<file path="src/rtl/uart_tx_fifo_if.sv">
// CPU-facing signal bundle of the UART transmit channel.
// The master drives the write and register strobes; the slave returns line and status.
interface uart_tx_fifo_if;
    logic       wr_en;
    logic [7:0] wr_data;
    logic [7:0] access_addr;
    logic       reg_w_en;
    logic       tx;
    logic       busy_flag;
    logic       full_flag;
    logic       int_req;

    modport master (
        output wr_en,
        output wr_data,
        output access_addr,
        output reg_w_en,
        input  tx,
        input  busy_flag,
        input  full_flag,
        input  int_req
    );

    modport slave (
        input  wr_en,
        input  wr_data,
        input  access_addr,
        input  reg_w_en,
        output tx,
        output busy_flag,
        output full_flag,
        output int_req
    );
endinterface

</file>
<file path="src/rtl/uart_tx_fifo.sv">
// UART transmit channel: byte FIFO feeding an 8N1 LSB-first serialiser,
// with a sticky transmit-complete interrupt cleared by a register write.
module uart_tx_fifo #(
    parameter int unsigned BAUD_DIV     = 434,
    parameter int unsigned FIFO_DEPTH   = 8,
    parameter logic [7:0]  INT_CLR_ADDR = 8'd253
) (
    input  logic          clk,
    input  logic          rst_n,
    uart_tx_fifo_if.slave bus
);
    localparam int unsigned PTR_W  = (FIFO_DEPTH > 1) ? $clog2(FIFO_DEPTH) : 1;
    localparam int unsigned CNT_W  = PTR_W + 1;
    localparam int unsigned BAUD_W = (BAUD_DIV > 1) ? $clog2(BAUD_DIV) : 1;

    typedef enum logic [1:0] {
        S_IDLE  = 2'd0,
        S_START = 2'd1,
        S_DATA  = 2'd2,
        S_STOP  = 2'd3
    } state_t;

    state_t            r_state;
    state_t            w_state_nxt;
    logic [7:0]        r_mem [FIFO_DEPTH];
    logic [PTR_W-1:0]  r_wr_ptr;
    logic [PTR_W-1:0]  r_rd_ptr;
    logic [CNT_W-1:0]  r_count;
    logic [CNT_W-1:0]  w_count_nxt;
    logic [7:0]        r_shift;
    logic [7:0]        w_shift_nxt;
    logic [2:0]        r_bit_idx;
    logic [2:0]        w_bit_idx_nxt;
    logic [BAUD_W-1:0] r_baud_cnt;
    logic [BAUD_W-1:0] w_baud_cnt_nxt;
    logic              r_tx;
    logic              w_tx_nxt;
    logic              r_busy;
    logic              r_full;
    logic              r_int_req;
    logic              r_done;
    logic              w_done;
    logic              w_push;
    logic              w_pop;
    logic              w_not_empty;
    logic              w_full_pre;
    logic              w_baud_end;
    logic              w_int_clr;

    // Full is judged on the pre-edge count, so a push while full is lost even if a pop coincides.
    assign w_full_pre  = (r_count == CNT_W'(FIFO_DEPTH));
    assign w_not_empty = (r_count != '0);
    assign w_push      = bus.wr_en && !w_full_pre;
    assign w_baud_end  = (r_baud_cnt == BAUD_W'(BAUD_DIV - 1));
    assign w_int_clr   = bus.reg_w_en && (bus.access_addr == INT_CLR_ADDR);
    assign w_count_nxt = r_count + CNT_W'(w_push) - CNT_W'(w_pop);

    // FIFO storage needs no reset; occupancy is tracked by the pointers and count.
    always_ff @(posedge clk) begin
        if (w_push) begin
            r_mem[r_wr_ptr] <= bus.wr_data;
        end
    end

    always_ff @(posedge clk or negedge rst_n) begin
        if (!rst_n) begin
            r_wr_ptr <= '0;
            r_rd_ptr <= '0;
            r_count  <= '0;
            r_full   <= 1'b0;
        end else begin
            if (w_push) begin
                r_wr_ptr <= r_wr_ptr + PTR_W'(1);
            end
            if (w_pop) begin
                r_rd_ptr <= r_rd_ptr + PTR_W'(1);
            end
            r_count <= w_count_nxt;
            r_full  <= (w_count_nxt == CNT_W'(FIFO_DEPTH));
        end
    end

    // Serialiser next-state; tx is computed from the current state so the line lags the FSM by one cycle.
    always_comb begin
        w_state_nxt    = r_state;
        w_pop          = 1'b0;
        w_shift_nxt    = r_shift;
        w_bit_idx_nxt  = r_bit_idx;
        w_baud_cnt_nxt = r_baud_cnt + BAUD_W'(1);
        w_done         = 1'b0;
        w_tx_nxt       = 1'b1;
        case (r_state)
            S_IDLE: begin
                w_baud_cnt_nxt = '0;
                w_bit_idx_nxt  = '0;
                if (w_not_empty) begin
                    w_pop       = 1'b1;
                    w_shift_nxt = r_mem[r_rd_ptr];
                    w_state_nxt = S_START;
                end
            end
            S_START: begin
                w_tx_nxt = 1'b0;
                if (w_baud_end) begin
                    w_baud_cnt_nxt = '0;
                    w_bit_idx_nxt  = '0;
                    w_state_nxt    = S_DATA;
                end
            end
            S_DATA: begin
                w_tx_nxt = r_shift[0];
                if (w_baud_end) begin
                    w_baud_cnt_nxt = '0;
                    w_shift_nxt    = {1'b0, r_shift[7:1]};
                    if (r_bit_idx == 3'd7) begin
                        w_state_nxt = S_STOP;
                    end else begin
                        w_bit_idx_nxt = r_bit_idx + 3'd1;
                    end
                end
            end
            S_STOP: begin
                if (w_baud_end) begin
                    w_baud_cnt_nxt = '0;
                    if (w_not_empty) begin
                        w_pop       = 1'b1;
                        w_shift_nxt = r_mem[r_rd_ptr];
                        w_state_nxt = S_START;
                    end else begin
                        w_state_nxt = S_IDLE;
                        w_done      = 1'b1;
                    end
                end
            end
            default: begin
                w_state_nxt = S_IDLE;
            end
        endcase
    end

    // State register plus registered line/status outputs.
    always_ff @(posedge clk or negedge rst_n) begin
        if (!rst_n) begin
            r_state    <= S_IDLE;
            r_shift    <= '0;
            r_bit_idx  <= '0;
            r_baud_cnt <= '0;
            r_tx       <= 1'b1;
            r_busy     <= 1'b0;
            r_done     <= 1'b0;
            r_int_req  <= 1'b0;
        end else begin
            r_state    <= w_state_nxt;
            r_shift    <= w_shift_nxt;
            r_bit_idx  <= w_bit_idx_nxt;
            r_baud_cnt <= w_baud_cnt_nxt;
            r_tx       <= w_tx_nxt;
            r_busy     <= (w_state_nxt != S_IDLE) || w_not_empty;
            r_done     <= w_done;
            // Interrupt follows the end of the stop bit on the line; set beats a coincident clear.
            if (r_done) begin
                r_int_req <= 1'b1;
            end else if (w_int_clr) begin
                r_int_req <= 1'b0;
            end
        end
    end

    assign bus.tx        = r_tx;
    assign bus.busy_flag = r_busy;
    assign bus.full_flag = r_full;
    assign bus.int_req   = r_int_req;
endmodule

</file>
<file path="src/flat_wrapper.sv">
// flat-port wrapper written by rule: the top's interface ports become plain ports
module uart_tx_fifo_flat 
#(
    parameter int unsigned BAUD_DIV     = 434,
    parameter int unsigned FIFO_DEPTH   = 8,
    parameter logic [7:0]  INT_CLR_ADDR = 8'd253
)
  (clk, rst_n, bus_wr_en, bus_wr_data, bus_access_addr, bus_reg_w_en, bus_tx, bus_busy_flag, bus_full_flag, bus_int_req);
  uart_tx_fifo_if bus_i ();
  input  logic clk;
  input  logic rst_n;
  input wire logic [$bits(bus_i.wr_en)-1:0] bus_wr_en;
  input wire logic [$bits(bus_i.wr_data)-1:0] bus_wr_data;
  input wire logic [$bits(bus_i.access_addr)-1:0] bus_access_addr;
  input wire logic [$bits(bus_i.reg_w_en)-1:0] bus_reg_w_en;
  output wire logic [$bits(bus_i.tx)-1:0] bus_tx;
  output wire logic [$bits(bus_i.busy_flag)-1:0] bus_busy_flag;
  output wire logic [$bits(bus_i.full_flag)-1:0] bus_full_flag;
  output wire logic [$bits(bus_i.int_req)-1:0] bus_int_req;
  assign bus_i.wr_en = bus_wr_en;
  assign bus_i.wr_data = bus_wr_data;
  assign bus_i.access_addr = bus_access_addr;
  assign bus_i.reg_w_en = bus_reg_w_en;
  assign bus_tx = bus_i.tx;
  assign bus_busy_flag = bus_i.busy_flag;
  assign bus_full_flag = bus_i.full_flag;
  assign bus_int_req = bus_i.int_req;
  uart_tx_fifo #(.BAUD_DIV(BAUD_DIV), .FIFO_DEPTH(FIFO_DEPTH), .INT_CLR_ADDR(INT_CLR_ADDR)) u_core (.clk(clk), .rst_n(rst_n), .bus(bus_i));
endmodule
</file>
<file path="config.mk">
export PLATFORM = sky130hd
export DESIGN_NAME = uart_tx_fifo_flat
export DESIGN_NICKNAME = d
export VERILOG_FILES = /design/src/rtl/uart_tx_fifo_if.sv /design/src/rtl/uart_tx_fifo.sv /design/src/flat_wrapper.sv
export SDC_FILE = /design/constraint.sdc
export NUM_CORES = 1
export LEC_CHECK = 0
export ABC_AREA = 1
export CAP_MARGIN = 25
export CORE_MARGIN = 10
export CORE_UTILIZATION = 57
export DETAILED_ROUTE_END_ITERATION = 7
export DONT_BUFFER_PORTS = 1
export PLACE_DENSITY = 0.75
export RECOVER_POWER = 25
export SETUP_SLACK_MARGIN = 0.02
export SYNTH_ARGS = -nofsm -noshare
export SYNTH_HDL_FRONTEND = slang
export SYNTH_SLANG_ARGS = --single-unit
</file>
<file path="constraint.sdc">
create_clock -name clk -period 2.4 [get_ports clk]
set_input_delay 0.48 -clock clk [delete_from_list [all_inputs] [get_ports clk]]
set_output_delay 0.48 -clock clk [all_outputs]
set_load 0.05 [all_outputs]
</file>
## Word-level counts from Yosys, hierarchy flattened

Memory sizes are Yosys's and may differ from the RTL's.
Cells that the tools add are included.

- Register bits after elaboration: 37
- Memory bits (read-only): 0
- Bits in latches: 0
- Input port bits: 20
- Memories: 1
- Output and inout port bits: 4
- Word-level logic and storage cells: 72
- Memory bits (writable): 64

Memories:

| memory | words | bits a word | rd ports | clocked after Yosys merged registers in | write ports | RTL line | text |
|---|---|---|---|---|---|---|---|
| u_core.r_mem | 8 | 8 | 1 | 0 | 1 | uart_tx_fifo.sv:25 | `logic [7:0] r_mem [FIFO_DEPTH];` |

- Bitwise logic cells: 0
- Muxes and demuxes: 28
- Reduce and logical (&&, ||, !) cells: 13
- Div/mod/pow operators: 0
- Add/subtract/negate cells: 6
- Shift-type cells: 0
- Multiply operators: 0
- Equality and inequality tests: 12
- Order comparisons: 0

Operators with widths:

| kind | count |
|---|---|
| $mux 8 | 3 |
| $pmux 8 s3 | 1 |
| $pmux 9 s2 | 1 |
| $mux 1 | 10 |
| $mux 2 | 5 |
| $add 3x1->3 const B | 3 |
| $add 9x1->9 const B | 1 |
| $eq 9x9->1 const B | 1 |
| $mux 3 | 3 |
| $mux 9 | 1 |
| $pmux 3 s3 | 1 |
| $eq 4x4->1 const B | 2 |
| $eq 8x8->1 const B | 1 |
| $pmux 2 s4 | 1 |
| $ne 2x1->1 const B | 3 |
| $reduce_bool 3->1 | 2 |
| $add 4x1->4 | 1 |
| $eq 2x2->1 const B | 2 |
| $pmux 1 s2 | 2 |
| $reduce_and 4->1 | 1 |
| $reduce_bool 2->1 | 2 |
| $reduce_bool 4->1 | 1 |
| $sub 4x1->4 | 1 |
| $eq 3x3->1 const B | 1 |
| other kinds (8) | 9 |

## Logic depth before layout (Yosys ltp)

Gate-level depths: netlist of run 1.

- Depth after elaboration: 6
- Depth in mapped cells: 17
- Depth with buffers taken out: 17

## Worst setup path before layout of run 1

Ideal clock, no wire load.

- Path kind: register to register
- From: reg u_core.r_baud_cnt[0]
- To: reg u_core.r_full, in the netlist u_core.bus.full_flag
- Arrival time: 2,371 ps
- Data required time: 2,299 ps
- Path buffers: 0
- Slack: -72 ps
- Setup time: 101 ps
- Period minus slack after synthesis: 2,472 ps
- Cell stages (with the launch flop): 17
- Cells stage by stage: dfrtp_1 > ha_1 > nand2_1 > nor2_4 > nand2_4 > inv_1 > nand2_1 > nand2_1 > nand2_2 > inv_2 > ha_1 > inv_1 > ha_1 > inv_1 > fa_1 > inv_1 > nor4_1

- Cells in the longest elaborated chain, start to end: 5

RTL lines:

| what | RTL line | text |
|---|---|---|
| start: declaration | uart_tx_fifo.sv:34 | `logic [BAUD_W-1:0] r_baud_cnt;` |
| start signal: assignment | uart_tx_fifo.sv:156 | `r_baud_cnt <= w_baud_cnt_nxt;` |
| $eq 9x9->1 | uart_tx_fifo.sv:54 | `assign w_baud_end = (r_baud_cnt == BAUD_W'(BAUD_DIV - 1));` |
| $mux 1 | uart_tx_fifo.sv:123 | `if (w_baud_end) begin` |
| $pmux 1 s2 | uart_tx_fifo.sv:92 | `case (r_state)` |
| via u_core.w_pop | uart_tx_fifo.sv:44 | `logic w_pop;` |
| $sub 4x1->4 | uart_tx_fifo.sv:56 | `assign w_count_nxt = r_count + CNT_W'(w_push) - CNT_W'(w_pop);` |
| via u_core.w_count_nxt[1] | uart_tx_fifo.sv:29 | `logic [CNT_W-1:0] w_count_nxt;` |
| $eq 4x4->1 | uart_tx_fifo.sv:79 | `r_full <= (w_count_nxt == CNT_W'(FIFO_DEPTH));` |
| end signal: assignment | uart_tx_fifo.sv:79 |  |
| end: declaration | uart_tx_fifo.sv:39 | `logic r_full;` |

The timed path passes the listed nets, and every way through them passes these cells.
A chain may end at the register's enable or synchronous reset.

## Worst setup path in the final report of run 1

- From: reg u_core.r_baud_cnt[1]
- To: reg u_core.r_full, in the netlist u_core.bus.full_flag

Same word-level chain as after synthesis.

==> summary.txt, run 1 <==
CTS
  • CTS sink cnt: 101
  • Clk slew on worst S/H paths: 0.10 ns
  • Clk_lat worst skew: 0.38 ns
  • Clk buf depth: 2
  • TritonCTS clock tree: built
  • Cts bufs inserted: 9
  • H-Tree Depth: 3
  • Clock Tree Root: clkbuf_8

Die
  • Die X: 109 um
  • Full die area: 11900 um^2
  • Row count: 32
  • Die Ht: 109 um
  • Core area: 7730 um^2
  • IO Pins: 24
  • Starting Density: 0.585

Drt
  • Wirelength per Cell: 15.1 um
  • Iter 0 DRT Violations: 201
  • TritonRoute pass-1 iters: 4
  • Antenna violation net count after detailed routing: 0
  • Final wirelength: 8570 um
  • Drt via density: 5.23
  • Routed via count: 2958
  • DR DRC count: 0

Min path
  • Hold depth: 0
  • Min-Delay Path Class: primary input to flip-flop
  • Min-delay src: bus_wr_data[3]

Timing
  • Fmax: 414 MHz
  • Final Hold Vio Count: 0
  • Worst slew margin: 0.614
  • Final period utilization: 1.01
  • Worst Skew: 0.0134 ns
  • WHS: 0.191 ns
  • RSZ-0062 raised after global routing: true
  • Setup_tns: -0.0158 ns
  • Worst-Margin Slew: 0.578 ns
  • Pins Over Slew Limit: 0
  • Final setup fails: 1
  • Tmin final: 2.42 ns
  • Final WS setup: -0.0158 ns

Worst setup path
  • Crit path launch type: flip-flop
  • FF-to-FF Start: u_core.r_baud_cnt[1]$_DFF_PN0_
  • Crit path DAT: 2.70 ns
  • Worst-path maximum fanout: 2
  • Worst setup path start: u_core.r_baud_cnt[1]$_DFF_PN0_
  • R2R cell count: 17
  • CP Data Required Time: 2.68 ns
  • Setup Crit Path Kind: flip-flop to flip-flop
  • CP endpoint kind: flip-flop

Final layout
  • Storage element area: 2850 um^2
  • Share of layout cells above drive strength 1: 0.151
  • Filler instances: 592
  • Multi-input logic area: 1540 um^2
  • Fin cells: 566
  • Final Cell Area: 5040 um^2
  • Final #Nets: 498
  • Ant diodes: 0
  • Area growth syn-to-layout: 11.5%

Yosys
  • YS warnings: 0
  • Main synth FF type: edfxtp_1
  • Number of library cell types mapped by synthesis: 31
  • Count of state elements after synthesis: 101
  • Cells after synthesis: 434
  • Post-synth EDFFs: 64
  • Async set or reset register ratio after synthesis: 0.366
  • Post-synthesis sequential area ratio: 0.630
  • Synth Net Count: 473
  • Mean Syn Cell Area: 10.4 um^2
  • Mapped Area: 4520 um^2

Power and ir drop
  • Max IR drop VDD: 588 uV
  • P_leak: 0.00218 uW
  • P per Cell Area: 769 nW/um^2

Placed design
  • Placed cell areas: 4770 um^2
  • Number of buffers added on ports: 0
  • Inst Count DP: 544
  • Routability cong.: 0.849
  • DP HPWL: 5820 um

Job
  • Max Cap Viol: 0

Status
  • Violated checks: setup timing
  • Status: finished, violations left

GRT
  • Congestion Overflow GR: 0
  • Vias in the first global route: 2876
  • First-pass GRT wire length: 14200 um
  • GRT Total Usage: 0.154
  • Largest net degree at the start of global routing: 38
  • Initial antenna violation count: 0
-- placed cells by master, fill, tap and decap left out, types with 6 or more instances in the layout --
master	n
nand2_1	110
edfxtp_1	64
nor2_1	48
nand3_1	44
dfrtp_1	35
inv_1	29
buf_4	24
o21ai_0	21
ha_1	15
clkbuf_8	9
inv_2	7
o22ai_1	7
a21oi_1	6
-- worst paths after layout --
check / slack (ns) / to
min reg2reg: 0.45 / u_core.bus.int_req$_DFFE_PN0P_
max reg2reg: -0.02 / u_core.bus.full_flag$_DFF_PN0_
max: -0.02 / u_core.bus.full_flag$_DFF_PN0_
max in group asynchronous: 1.61 / u_core.bus.tx$_DFF_PN1_
min: 0.19 / u_core.r_mem[2][3]$_DFFE_PP_
min in group asynchronous: 0.55 / u_core.r_baud_cnt[4]$_DFF_PN0_
-- layer usage --
metal / vias up / routed length (um) / global-route usage
met5: - / 0 / 0
met4: 0 / 84 / 0.0471
met3: 8 / 557 / 0.0419
met2: 67 / 4220 / 0.246
met1: 1397 / 3710 / 0.202
li1: 1486 / - / -
-- critical path, stage by stage, from the launching register on --
cell,delay (ns)
dfrtp_1,0.41
inv_2,0.07
ha_4,0.13
nand2_4,0.04
nor2_4,0.13
nand2_4,0.06
inv_2,0.06
nand2_2,0.05
nand2_2,0.06
nand2_2,0.06
inv_2,0.07
ha_4,0.19
inv_2,0.06
ha_4,0.12
inv_2,0.03
fa_1,0.52
inv_2,0.05
nor4_2,0.22
-- synth_stat cells, types with 2 or more instances --
master,instances,share of area
dfrtp_1,36,0.20
buf_2,7,0.0077
inv_2,2,0.0017
a21oi_1,6,0.0066
nor2_4,2,0.0050
clkbuf_1,4,0.0033
nor2_1,48,0.040
nand2_1,113,0.094
ha_1,18,0.050
or2_2,3,0.0042
nor3b_1,2,0.0033
xnor2_1,3,0.0058
inv_1,34,0.028
nand3_1,44,0.049
nand2_4,3,0.0075
o21ai_0,21,0.023
edfxtp_1,64,0.43
xor2_1,4,0.0077
o22ai_1,7,0.0097
nand2_2,2,0.0028
-- repair_timing --
item | 4_1_cts | 5_1_grt
hold endpoints to repair | 37 | 0
hold buffers | 2 | 0
pin swaps | 2 | 5
buffers inserted | 1 | 3
setup endpoints to repair | 1 | 1
gates resized for setup | 2 | 6
-- layout make-up --
type / instances / share of cell area
multi-input combinational: 285 / 0.305
clock buffer: 9 / 0.0246
tap: 102 / 0.0253
clock inverter: 7 / 0.0112
inverter: 36 / 0.0268
sequential: 101 / 0.565
timing repair buffer: 26 / 0.0417
-- through the flow --
step | total power (uW) | utilization | setup slack (ns)
6_report | 3880 | 0.653 | -0.0158
3_3_place_gp | 2800 | 0.617 | 0.0185
5_1_grt | 4090 | 0.653 | -0.188
2_1_floorplan | 2630 | - | 0.00369
3_5_place_dp | 2840 | 0.617 | -0.0928
4_1_cts | 3850 | 0.646 | -0.0656
-- sequential cells by signal, indices dropped and copies added, names as in the netlist, 2 cells and up --
signal,flops
u_core.r_baud_cnt,9
u_core.r_bit_idx,3
u_core.r_count,4
u_core.r_mem,64
u_core.r_rd_ptr,3
u_core.r_shift,8
u_core.r_state,2
u_core.r_wr_ptr,3
-- logic make-up (layout without fill, tap and decap cells) --
kind of cell	Yosys count	in the layout	synth area share
AO/OA/AOI/OAI	37	37	0.0443
XOR/XNOR	7	7	0.0136
adder cells (fa/ha/maj)	19	19	0.0542
buffers and inverters	48	78	0.0435
flip-flops	101	101	0.630
AND/OR/NAND/NOR	222	222	0.214
-- where the power goes --
part           switching [uW]  internal, uW
clock                     612           392
combinational             426           265
sequential               94.0          2090
total                    1130          2740
Note: power is estimated with default switching activity, not from simulation.
==> inputs of run 2 (changes only) <==
--- a/config.mk
+++ b/config.mk
@@ -8,12 +8,12 @@
 export ABC_AREA = 1
 export CAP_MARGIN = 25
 export CORE_MARGIN = 10
-export CORE_UTILIZATION = 57
+export CORE_UTILIZATION = 45
 export DETAILED_ROUTE_END_ITERATION = 7
 export DONT_BUFFER_PORTS = 1
-export PLACE_DENSITY = 0.75
 export RECOVER_POWER = 25
 export SETUP_SLACK_MARGIN = 0.02
+export SKIP_CTS_REPAIR_TIMING = 1
 export SYNTH_ARGS = -nofsm -noshare
 export SYNTH_HDL_FRONTEND = slang
 export SYNTH_SLANG_ARGS = --single-unit
==> run 2 against run 1 <==
Effect of this change: the run still ends with setup timing left; critical path type unchanged; sequential power is essentially flat; clock-buffer cell count grew 1; sequential share of layout area shrank 0.22 points; critical endpoint unchanged; die area grew 22%; largest cell class unchanged; largest power group unchanged; wire length grew 2.2%; via count shrank 1.0%; worst setup slack gained 0.015 ns; critical path depth is the same; register-to-register slack gained 0.02 ns; clock skew grew 0.0017 ns.
==> summary.txt, run 2 (synthesis gave the netlist of run 1 again) <==
Worst setup path
  • Largest stage delay on the critical path: 0.48 ns (-0.04 ns)
  • FF-to-FF End: u_core.bus.full_flag$_DFF_PN0_
  • Crit-path leading delay family: adder cells
  • Crit-path cells: inv_1 > ha_2 > nand2_2 > nor2_4 > nand2_4 > inv_2 > nand2_2 > nand2_2 > nand2_2 > inv_2 > ha_4 > inv_2 > ha_4 > inv_2 > fa_1 > inv_2 > nor4_2
  • CP Data Required Time: 2.68 ns (about the same)
  • Crit path DAT: 2.68 ns (-0.02 ns)
  • Critical path buffers and inverters: 6 (unchanged)
  • Reg-to-reg setup timing slack: -0.0004 ns (+0.02 ns)
  • Setup Crit Path Kind: flip-flop to flip-flop
  • Worst-path maximum fanout: 2 (unchanged)
  • Crit path launch type: flip-flop
  • FF-to-FF Start: u_core.r_baud_cnt[1]$_DFF_PN0_
  • CP endpoint kind: flip-flop
  • CP max stage cell: fa_1
  • R2R cell count: 17 (unchanged)
  • Critical path depth: 17 (unchanged)
  • Most used cell, CP: inv_2

Final layout
  • Fin cells: 595 (+5.1%)
  • Commonest non-fill, non-tap cell in the layout: nand2_1
  • Max reg flops: 64 (unchanged)
  • Filler instances: 880 (+49%)
  • Ant diodes: 0 (unchanged)
  • Biggest regs: u_core.r_mem x64, u_core.r_baud_cnt x9, u_core.r_shift x8
  • Commonest cells after routing, fill and taps aside: nand2_1 (110), edfxtp_1 (64), nor2_1 (48), nand3_1 (44), dfrtp_1 (36)
  • Reg with most FFs: u_core.r_mem
  • Final Cell Area: 5060 um^2 (+0.35%)
  • Final #Nets: 496 (-0.40%)
  • Area growth syn-to-layout: 11.9%
  • Share of layout cells above drive strength 1: 0.141 (-0.0102)
  • Finished Core Util: 0.518 (-0.135)

Placed design
  • Placed cell areas: 4820 um^2 (+0.97%)
  • DP HPWL: 5610 um (-3.5%)
  • Number of buffers added on ports: 0 (unchanged)
  • Inst Count DP: 576 (+5.9%)
  • Routability cong.: 0.761 (-10%)

Die
  • Die X: 120 um (+10%)
  • Starting Density: 0.462 (-0.123)
  • Core area: 9770 um^2 (+26%)
  • Die Ht: 120 um (+10%)
  • IO Pins: 24 (unchanged)
  • Row count: 36 (+13%)
  • Full die area: 14500 um^2 (+22%)

GRT
  • Initial antenna violation count: 0 (unchanged)
  • Vias in the first global route: 2973 (+3.4%)
  • GRT Total Usage: 0.128 (-0.0261)
  • Congestion Overflow GR: 0 (unchanged)
  • First-pass GRT wire length: 14700 um (+3.6%)
  • Largest net degree at the start of global routing: 38 (unchanged)

CTS
  • Cts bufs inserted: 9 (unchanged)
  • Clk slew on worst S/H paths: 0.11 ns (about the same)
  • H-Tree Depth: 3 (unchanged)
  • Clk buf depth: 2 (unchanged)
  • CTS sink cnt: 101 (unchanged)
  • Clk_lat worst skew: 0.37 ns (about the same)
  • Clock Tree Root: clkbuf_8
  • TritonCTS clock tree: built

Timing
  • Worst-Margin Slew: 0.599 ns (+0.0205 ns)
  • Fmax: 417 MHz (+0.64%)
  • Final WS setup: -0.000409 ns (+0.0154 ns)
  • Final Hold Vio Count: 0 (unchanged)
  • Worst Skew: 0.0151 ns (+0.00169 ns)
  • Tmin final: 2.40 ns (-0.0154 ns)
  • Setup_tns: -0.000409 ns (+0.0154 ns)
  • Worst slew margin: 0.600 (-0.0137)
  • Final setup fails: 1 (unchanged)
  • RSZ-0062 raised after global routing: true
  • Pins Over Slew Limit: 0 (unchanged)
  • Final period utilization: 1.00 (-0.00640)

Drt
  • Final wirelength: 8760 um (+2.2%)
  • Drt via density: 4.92 (-5.8%)
  • Routed via count: 2928 (-1.0%)
  • TritonRoute pass-1 iters: 4 (unchanged)
  • Iter 0 DRT Violations: 178 (-11%)
  • DR DRC count: 0 (unchanged)
  • Wirelength per Cell: 14.7 um (-2.8%)
  • Antenna violation net count after detailed routing: 0 (unchanged)

Power and ir drop
  • Max IR drop VDD: 352 uV (-40%)
  • P_leak: 0.00215 uW (-1.2%)
  • P per Cell Area: 768 nW/um^2 (-0.12%)
  • Power Total: 3890 uW (+0.22%)

Status
  • Violated checks: setup timing
  • Status: finished, violations left

Job
  • Max Cap Viol: 0 (unchanged)

Min path
  • Hold depth: 0 (unchanged)
  • Min-Delay Path Class: primary input to flip-flop
  • Min-delay src: bus_wr_data[4]
  • Endpoint, Worst Hold: u_core.r_mem[0][4]$_DFFE_PP_
run 2: cell count changes in the layout (fill, tap and decap cells not counted), sizes merged:
cell / previous run / this run
buf: 25 / 23
clkbuf: 9 / 10
clkinv: 2 / 1
clkinvlp: 1 / 2
inv: 40 / 39
run 2: layout make-up:
type | instances | area, um^2 | share of cell area
flip-flops and latches | 101 | 2850 | 0.563
repair buffers | 24 | 203 | 0.0401
well taps | 133 | 166 | 0.0329
clock inverters | 6 | 55.1 | 0.0109
clock buffers | 10 | 128 | 0.0252
multi-input cells | 285 | 1520 | 0.301
inverters | 36 | 135 | 0.0267
run 2: worst max path at each step:
stage | startpoint | end | slack (ns)
after floorplan | u_core.r_baud_cnt[1]$_DFF_PN0_ | u_core.bus.full_flag$_DFF_PN0_ | 0.004
after global placement | u_core.r_baud_cnt[1]$_DFF_PN0_ | u_core.bus.full_flag$_DFF_PN0_ | 0.007
after detailed placement | u_core.r_baud_cnt[1]$_DFF_PN0_ | u_core.bus.full_flag$_DFF_PN0_ | -0.08
after CTS | u_core.r_baud_cnt[1]$_DFF_PN0_ | u_core.bus.full_flag$_DFF_PN0_ | -0.07
after global routing | u_core.r_baud_cnt[1]$_DFF_PN0_ | u_core.bus.full_flag$_DFF_PN0_ | -0.17
final | u_core.r_baud_cnt[1]$_DFF_PN0_ | u_core.bus.full_flag$_DFF_PN0_ | -0.0004
run 2: stage by stage:
step           worst slack (ns)  hold slack (ns)
6_report              -0.000409            0.203
4_1_cts                 -0.0727           -0.223
5_1_grt                  -0.174            0.183
2_1_floorplan           0.00369            0.184
3_5_place_dp            -0.0809            0.186
3_3_place_gp            0.00727            0.186
run 2: worst reg2reg max path, delay by kind of cell (launching register included):
family,cells,cell delay [ns]
buf+inv,6,0.33
fa+ha+maj,4,0.95
flops,1,0.39
simple gates,7,0.66
run 2: power by group:
part           switching [uW]  internal [uW]  total (uW)  leakage, uW
Combinational             427            266         692      0.00104
Sequential               85.6           2090        2170      0.00103
Clock                     622            398        1020    0.0000869
run 2: per-layer routing:
| layer | wire, um | vias up | track usage |
|---|---|---|---|
| li1 | - | 1482 | - |
| met4 | 115 | 0 | 0.0468 |
| met5 | 0 | - | 0 |
| met3 | 393 | 10 | 0.0284 |
| met1 | 3950 | 1383 | 0.155 |
| met2 | 4300 | 53 | 0.220 |
